File: src/rtl/nibble_serial_adder_pkg.sv
// Shared types and constants for the nibble-serial adder.
package nibble_serial_adder_pkg;
   localparam int NIBBLE_W = 4;
   typedef enum logic [1:0] {IDLE, CALC, DONE} nsa_state_e;
endpackage

File: src/rtl/nibble_serial_adder_four_bit_adder.sv
// Single 4-bit ripple slice; the only arithmetic element of the serial adder.
module four_bit_adder
   import nibble_serial_adder_pkg::*;
(
   input  logic [NIBBLE_W-1:0] a,
   input  logic [NIBBLE_W-1:0] b,
   input  logic                cin,
   output logic [NIBBLE_W-1:0] sum,
   output logic                cout
);
   assign {cout, sum} = (NIBBLE_W+1)'(a) + (NIBBLE_W+1)'(b) + (NIBBLE_W+1)'(cin);
endmodule

File: src/rtl/nibble_serial_adder.sv
// WIDTH-bit adder that reuses one 4-bit slice, LSB nibble first, carry held in a register.
module nibble_serial_adder
   import nibble_serial_adder_pkg::*;
#(
   parameter int WIDTH = 16
)(
   input  logic             clk,
   input  logic             rst_n,
   input  logic             in_valid,
   output logic             in_ready,
   input  logic [WIDTH-1:0] in_a,
   input  logic [WIDTH-1:0] in_b,
   input  logic             in_cin,
   output logic             out_valid,
   input  logic             out_ready,
   output logic [WIDTH-1:0] out_sum,
   output logic             out_cout,
   output logic             out_overflow
);
   localparam int NIBBLES = WIDTH / NIBBLE_W;
   localparam int IDX_W   = (NIBBLES > 1) ? $clog2(NIBBLES) : 1;
   localparam int NIB_SH  = $clog2(NIBBLE_W);

   generate
      if ((WIDTH < NIBBLE_W) || ((WIDTH % NIBBLE_W) != 0)) begin : g_width_chk
         $error("nibble_serial_adder: WIDTH must be a multiple of 4 and >= 4");
      end
   endgenerate

   nsa_state_e          state;
   logic [IDX_W-1:0]    idx;
   logic                carry;
   logic [WIDTH-1:0]    a_q, b_q;
   logic [IDX_W+NIB_SH-1:0] bit_ofs;
   logic [NIBBLE_W-1:0] nib_a, nib_b, nib_sum;
   logic                nib_cout;
   logic                last;

   // bit offset of the current nibble = idx * 4
   assign bit_ofs = {idx, NIB_SH'(0)};
   assign nib_a   = NIBBLE_W'(a_q >> bit_ofs);
   assign nib_b   = NIBBLE_W'(b_q >> bit_ofs);
   assign last    = (idx == IDX_W'(NIBBLES-1));

   assign in_ready  = (state == IDLE);
   assign out_valid = (state == DONE);

   four_bit_adder u_add (
      .a    (nib_a),
      .b    (nib_b),
      .cin  (carry),
      .sum  (nib_sum),
      .cout (nib_cout)
   );

   always_ff @(posedge clk) begin
      if (!rst_n) begin
         state        <= IDLE;
         idx          <= '0;
         carry        <= 1'b0;
         a_q          <= '0;
         b_q          <= '0;
         out_sum      <= '0;
         out_cout     <= 1'b0;
         out_overflow <= 1'b0;
      end else begin
         case (state)
            IDLE: if (in_valid) begin
               a_q     <= in_a;
               b_q     <= in_b;
               carry   <= in_cin;
               idx     <= '0;
               out_sum <= '0;
               state   <= CALC;
            end
            CALC: begin
               // out_sum was cleared at acceptance, so OR-ing in each slice is a plain write
               out_sum <= out_sum | (WIDTH'(nib_sum) << bit_ofs);
               carry   <= nib_cout;
               idx     <= idx + IDX_W'(1);
               if (last) begin
                  out_cout     <= nib_cout;
                  out_overflow <= (a_q[WIDTH-1] == b_q[WIDTH-1]) &&
                                  (nib_sum[NIBBLE_W-1] != a_q[WIDTH-1]);
                  state        <= DONE;
               end
            end
            DONE: if (out_ready) state <= IDLE;
            default: state <= IDLE;
         endcase
      end
   end
endmodule

File: config.mk
export PLATFORM = sky130hd
export DESIGN_NAME = nibble_serial_adder
export DESIGN_NICKNAME = d
export VERILOG_FILES = /design/src/rtl/nibble_serial_adder_pkg.sv /design/src/rtl/nibble_serial_adder_four_bit_adder.sv /design/src/rtl/nibble_serial_adder.sv
export SDC_FILE = /design/constraint.sdc
export NUM_CORES = 1
export LEC_CHECK = 0
export ABC_AREA = 1
export CAP_MARGIN = 30
export CORE_MARGIN = 5
export CORE_UTILIZATION = 45
export DETAILED_ROUTE_END_ITERATION = 10
export PLACE_DENSITY = 0.8
export SYNTH_ARGS = -nofsm -noshare
export SYNTH_HDL_FRONTEND = slang
export SYNTH_SLANG_ARGS = --single-unit
File: constraint.sdc
create_clock -name clk -period 2.3 [get_ports clk]
set_input_delay 0.575 -clock clk [delete_from_list [all_inputs] [get_ports clk]]
set_output_delay 0.575 -clock clk [all_outputs]
set_load 0.05 [all_outputs]
Word level (Yosys, flattened, before mapping). Cells that the tools add are included.

Register bits after elaboration: 55. Bits of input ports: 37. Output and inout port bits: 20. Word-level logic and storage cells: 40.

Add/subtract/negate cells: 3. Equality and inequality tests: 8. Shift operators: 3. Muxes and demuxes: 10. Bitwise gates (word level): 1. Reductions and logical operators: 7.

Operator list (count): $pmux W16 S2 (1); $shr A16 B4 Y4 (2); $mux W16 (1); $or A16 B16 Y16 (1); $shl A4 B4 Y16 (1); $mux W2 (4); $pmux W2 S3 (1); $reduce_and A2 Y1 (3); $add A4 B4 Y5 (1); $add A5 B1 Y5 (1); $eq A2 B2 Y1 const B (2); $ne A2 B2 Y1 const B (2); $pmux W2 S2 (1); $reduce_and A3 Y1 (1); $add A2 B1 Y2 const B (1); $eq A2 B1 Y1 const B (1); $logic_not A2 Y1 (1); $ne A2 B1 Y1 const B (1); $pmux W1 S2 (1); $reduce_bool A2 Y1 (1); $eq A1 B1 Y1 (1); $logic_and A1 B1 Y1 (1); $mux W1 (1); $ne A1 B1 Y1 (1).

Depth between registers and ports, before layout. Gate-level depths: netlist (run 1).

Depth after elaboration: 6. Mapped depth: 13. Gate-level depth less buffers: 11.

Modules after synthesis. Synthesis (run 1) repeated with hierarchy kept, for this count alone.

Cells, all modules: 355. Area total of the unflattened synthesis: 2514.9 um2.

By module, submodules not included: nibble_serial_adder (instances 1, cells each 330, area an instance 2349.8 um2); four_bit_adder (instances 1, cells each 25, area an instance 165.2 um2).

Worst setup path before layout (run 1). OpenSTA, ideal clock, no wires.

Path kind: register -> register. Start: register idx[0]. End: register out_sum[10]. Setup time: 0.070 ns. Data arrival time: 2.210 ns. Setup slack: 0.019 ns. Cell stages (with the launch flop): 11. Path buffers: 2. Period minus slack after synthesis: 2.281 ns. Path through: dfxtp_1 clkbuf_2 inv_1 buf_2 o21ai_0 o22ai_1 fa_1 fa_1 xor2_1 nand4_1 a21oi_1.

Word-level cells in the longest chain between the ends: 6. Elaborated cells on any way between the ends: 7. Those cells by class: 2 x add/sub; 3 x shift; 1 x mux; 1 x bitwise.

Ends and longest elaborated chain: start: declaration (RTL line nibble_serial_adder.sv:31) `logic [IDX_W-1:0] idx;`; start signal: assignment (RTL line nibble_serial_adder.sv:80) `idx <= idx + IDX_W'(1);`; $shr A16 B4 Y4, on equally long branches (RTL line nibble_serial_adder.sv:41, nibble_serial_adder.sv:42); $add A4 B4 Y5 (RTL line nibble_serial_adder_four_bit_adder.sv:11) `assign {cout, sum} = (NIBBLE_W+1)'(a) + (NIBBLE_W+1)'(b) + (NIBBLE_W+1)'(cin);`; $add A5 B1 Y5 (RTL line nibble_serial_adder_four_bit_adder.sv:11); $shl A4 B4 Y16 * (RTL line nibble_serial_adder.sv:78) `out_sum <= out_sum | (WIDTH'(nib_sum) << bit_ofs);`; $or A16 B16 Y16 * (RTL line nibble_serial_adder.sv:78); $pmux W16 S2 * (RTL line nibble_serial_adder.sv:67) `case (state)`; end signal: assignment (RTL line nibble_serial_adder.sv:78); end: declaration (RTL line nibble_serial_adder.sv:16) `output logic [WIDTH-1:0] out_sum,`.

Every way passes the cells marked *; elsewhere a longest branch is shown, timed or not. A chain may end at the register's enable or synchronous reset.

Worst setup path in the final report (run 1).
Start: register state[0]. End: output in_ready.

Word-level cells in the longest chain between the ends: 1.

Ends and longest elaborated chain: start: declaration (RTL line nibble_serial_adder.sv:30) `nsa_state_e state;`; start signal: assignment (RTL line nibble_serial_adder.sv:58) `state <= IDLE;`; start signal: assignment (RTL line nibble_serial_adder.sv:74) `state <= CALC;`; start signal: assignment (RTL line nibble_serial_adder.sv:85) `state <= DONE;`; $logic_not A2 Y1 (RTL line nibble_serial_adder.sv:45) `assign in_ready = (state == IDLE);`; end: declaration (RTL line nibble_serial_adder.sv:10) `output logic in_ready,`.

Every way passes these cells.

==> results of run 1 <==
## critical path, stage by stage (launching register included)
cell and delay (ns):
dfxtp_1 0.35, nor2_2 0.14, clkdlybuf4s50_1 0.82
## worst min-delay path by stage
| stage | startpoint | to | slack (ns) | cells past startpoint |
|---|---|---|---|---|
| after floorplan | a_q[10] | a_q[10] | 0.45 | 2 |
| after global placement | out_sum[3] | out_sum[3] | 0.45 | 2 |
| after detailed placement | out_sum[3] | out_sum[3] | 0.45 | 2 |
| after CTS | out_sum[3] | out_sum[3] | 0.47 | 2 |
| after global routing | out_sum[12] | out_sum[12] | 0.49 | 2 |
| final | out_sum[3] | out_sum[3] | 0.47 | 2 |
## cell usage after synthesis, drive strengths merged
cell type / count
a211oi: 3
nor2: 96
nand3: 9
nand2: 23
o22ai: 8
a31oi: 3
xor2: 1
o21a: 1
dfxtp: 55
buf: 14
a21oi: 21
inv: 19
nor3: 2
fa: 2
o211ai: 1
ha: 4
clkbuf: 8
nand4: 8
o21ai: 56
o21bai: 1
## layout make-up
class	instances	share of cell area
Inverter	19	0.0219
Clock inverter	3	0.0135
Multi-Input combinational cell	239	0.373
Sequential cell	55	0.340
Timing Repair Buffer	69	0.203
Tap cell	72	0.0277
Clock buffer	5	0.0212
## repair_timing
item                                    in CTS  in global routing
hold buffers                                 0                  0
endpoints found under the setup margin       4                 15
gates resized for setup                      1                 14
pin swaps                                    0                  0
endpoints found under the hold margin        0                  0
## flip-flops by register name (all words and copies together) (netlist names)
register / cells
a_q: 16
b_q: 16
carry: 1
idx: 2
out_cout: 1
out_overflow: 1
out_sum: 16
state: 2
## power by group through the flow
stage | sequential (mW) | clock, mW | combinational, mW
2_1_floorplan | 1.10 | 0 | 0.350
3_3_place_gp | 1.08 | 0 | 0.525
3_5_place_dp | 1.08 | 0 | 0.535
4_1_cts | 1.06 | 0.646 | 0.546
5_1_grt | 1.07 | 0.682 | 0.651
6_report | 1.06 | 0.632 | 0.575
## routing by layer
| metal | track usage | share of wire | up-vias |
|---|---|---|---|
| li1 | - | - | 1220 |
| met1 | 0.212 | 0.44 | 1064 |
| met2 | 0.300 | 0.48 | 76 |
| met3 | 0.0324 | 0.067 | 9 |
| met4 | 0.0633 | 0.012 | 0 |
| met5 | 0 | 0 | - |
## kinds of logic (layout without fill, tap and decap cells)
family | Yosys count | count (layout) | synth area share
adders and majority gates | 6 | 6 | 0.0362
and+or+nand+nor | 138 | 138 | 0.225
AOI/OAI and AO/OA | 94 | 94 | 0.203
DFF | 55 | 55 | 0.443
buffers and inverters | 41 | 96 | 0.0896
xor gates and xnor gates | 1 | 1 | 0.00352
==> flow_summary.ini, run 1 <==
[cells_and_area]
layout_common_cells = nor2_1 (95), clkdlybuf4s50_1 (55), dfxtp_1 (54)
nFillCells = 484
multi_input_area_um2 = 1210
drive_above_1_share = 0.105
n_antenna_cell = 0
finish.utilization = 0.597
fin_area_um2 = 3250
final_common_cell = nor2_1
nets = 432
area_growth_pct = 30.7
final-seq-area_um2 = 1100
fin_cells = 462

[logic_synthesis]
syn_area_um2 = 2490
yosysTopAreaCell = dfxtp_1
seq_area_frac_synth = 0.443
yosysTopAreaCellShare = 0.443
ys_warn_count = 0
syn_inst = 335
syn_avg_cell_area_um2 = 7.42
synth.top_cells.by_area = dfxtp_1 (44%), nor2_1 (14%), o21ai_0 (9.3%)
synth_cell_types = 28
synth_seq_cells = 55
syn-num-nets = 378

[global_routing]
overflow = 0
grtUsageTotal = 0.173
grt_pass1_wl_um = 10300
antenna_found_initial = 0
first_global_vias = 2284
grt_max_degree = 27

[setup_path]
crit_path_max_fanout = 3
r2r-end = out_sum[13]
cp-end-kind = output pin
startpoint = state[0]
crit_path_end = in_ready
reg2reg_depth = 7
reg2reg_slack_ns = 0.20
arrival_ns = 1.61
start_kind = flip-flop
crit_type = flip-flop to output pin
cp.required_ns = 1.73
worstReg2RegStart = idx[0]

[timing]
finalSetupTns_ns = 0
rsz0062_at_grt = no
fin_crit_ns = 2.18
holdWs_ns = 0.466
post-route-period-util = 0.950
tightest_slew_ns = 0.505
maxSlewViolCount = 0
finalHoldViolCount = 0
fmax_mhz = 458
slew_headroom = 0.662
finClkSkew_ns = 0.00700
finalSetupViolations = 0
fin_ws_ns = 0.115

[pwr]
switching_share = 0.301
internal-power_mw = 1.58
switchingPower_mw = 0.681
p_leak_nw = 1.26
power_density_nw_per_um2 = 697
vdd_drop_max_v = 0.000302
p_seq_frac = 0.467
pwr-share-clk = 0.279
combPwrFrac = 0.254
finalPower_mw = 2.26

[floorplanning]
core.rowCount = 27
dieWidth_um = 84.3
core_area_um2 = 5440
die_area_um2 = 7110
die_y_um = 84.3
io_pins = 57
start_util = 0.457

[clock_network]
clock_tree.root_cell = clkbuf_8
cts_buffers = 5
htreeDepth = 2
clkSinkCount = 55
tritoncts = built
insertion_delay_ns = 0.31
clk_path_buf_depth = 2
postCtsSetupBuffers = 0
cts.clk_slew.worst_paths_ns = 0.09

[place]
gp_congestion = 0.874
port_buffers = 56
place_area_um2 = 3080
place_ws_ns = -0.0138
hpwl_um = 4370
dp_cells = 454

[drt]
ant_nets = 0
drt-total-wl_um = 5850
drt_iter0_drc = 176
first_pass_iters = 4
drc = 0
vias = 2369
viasPerCell = 5.13
wl_per_cell_um = 12.7

[run]
cap_viol_max_count = 0

[status]
status = finished, final reports clean

[hold_path]
hp-class = flip-flop to flip-flop
(Power assumes the default switching activity.)
==> run 2: changes to the inputs <==
--- a/config.mk
+++ b/config.mk
@@ -11,6 +11,7 @@
 export CORE_UTILIZATION = 45
 export DETAILED_ROUTE_END_ITERATION = 10
 export PLACE_DENSITY = 0.8
+export SKIP_LAST_GASP = 1
 export SYNTH_ARGS = -nofsm -noshare
 export SYNTH_HDL_FRONTEND = slang
 export SYNTH_SLANG_ARGS = --single-unit
==> results of run 2 <==
Same layout as run 1: the final DEF is identical, and so are final timing and power.
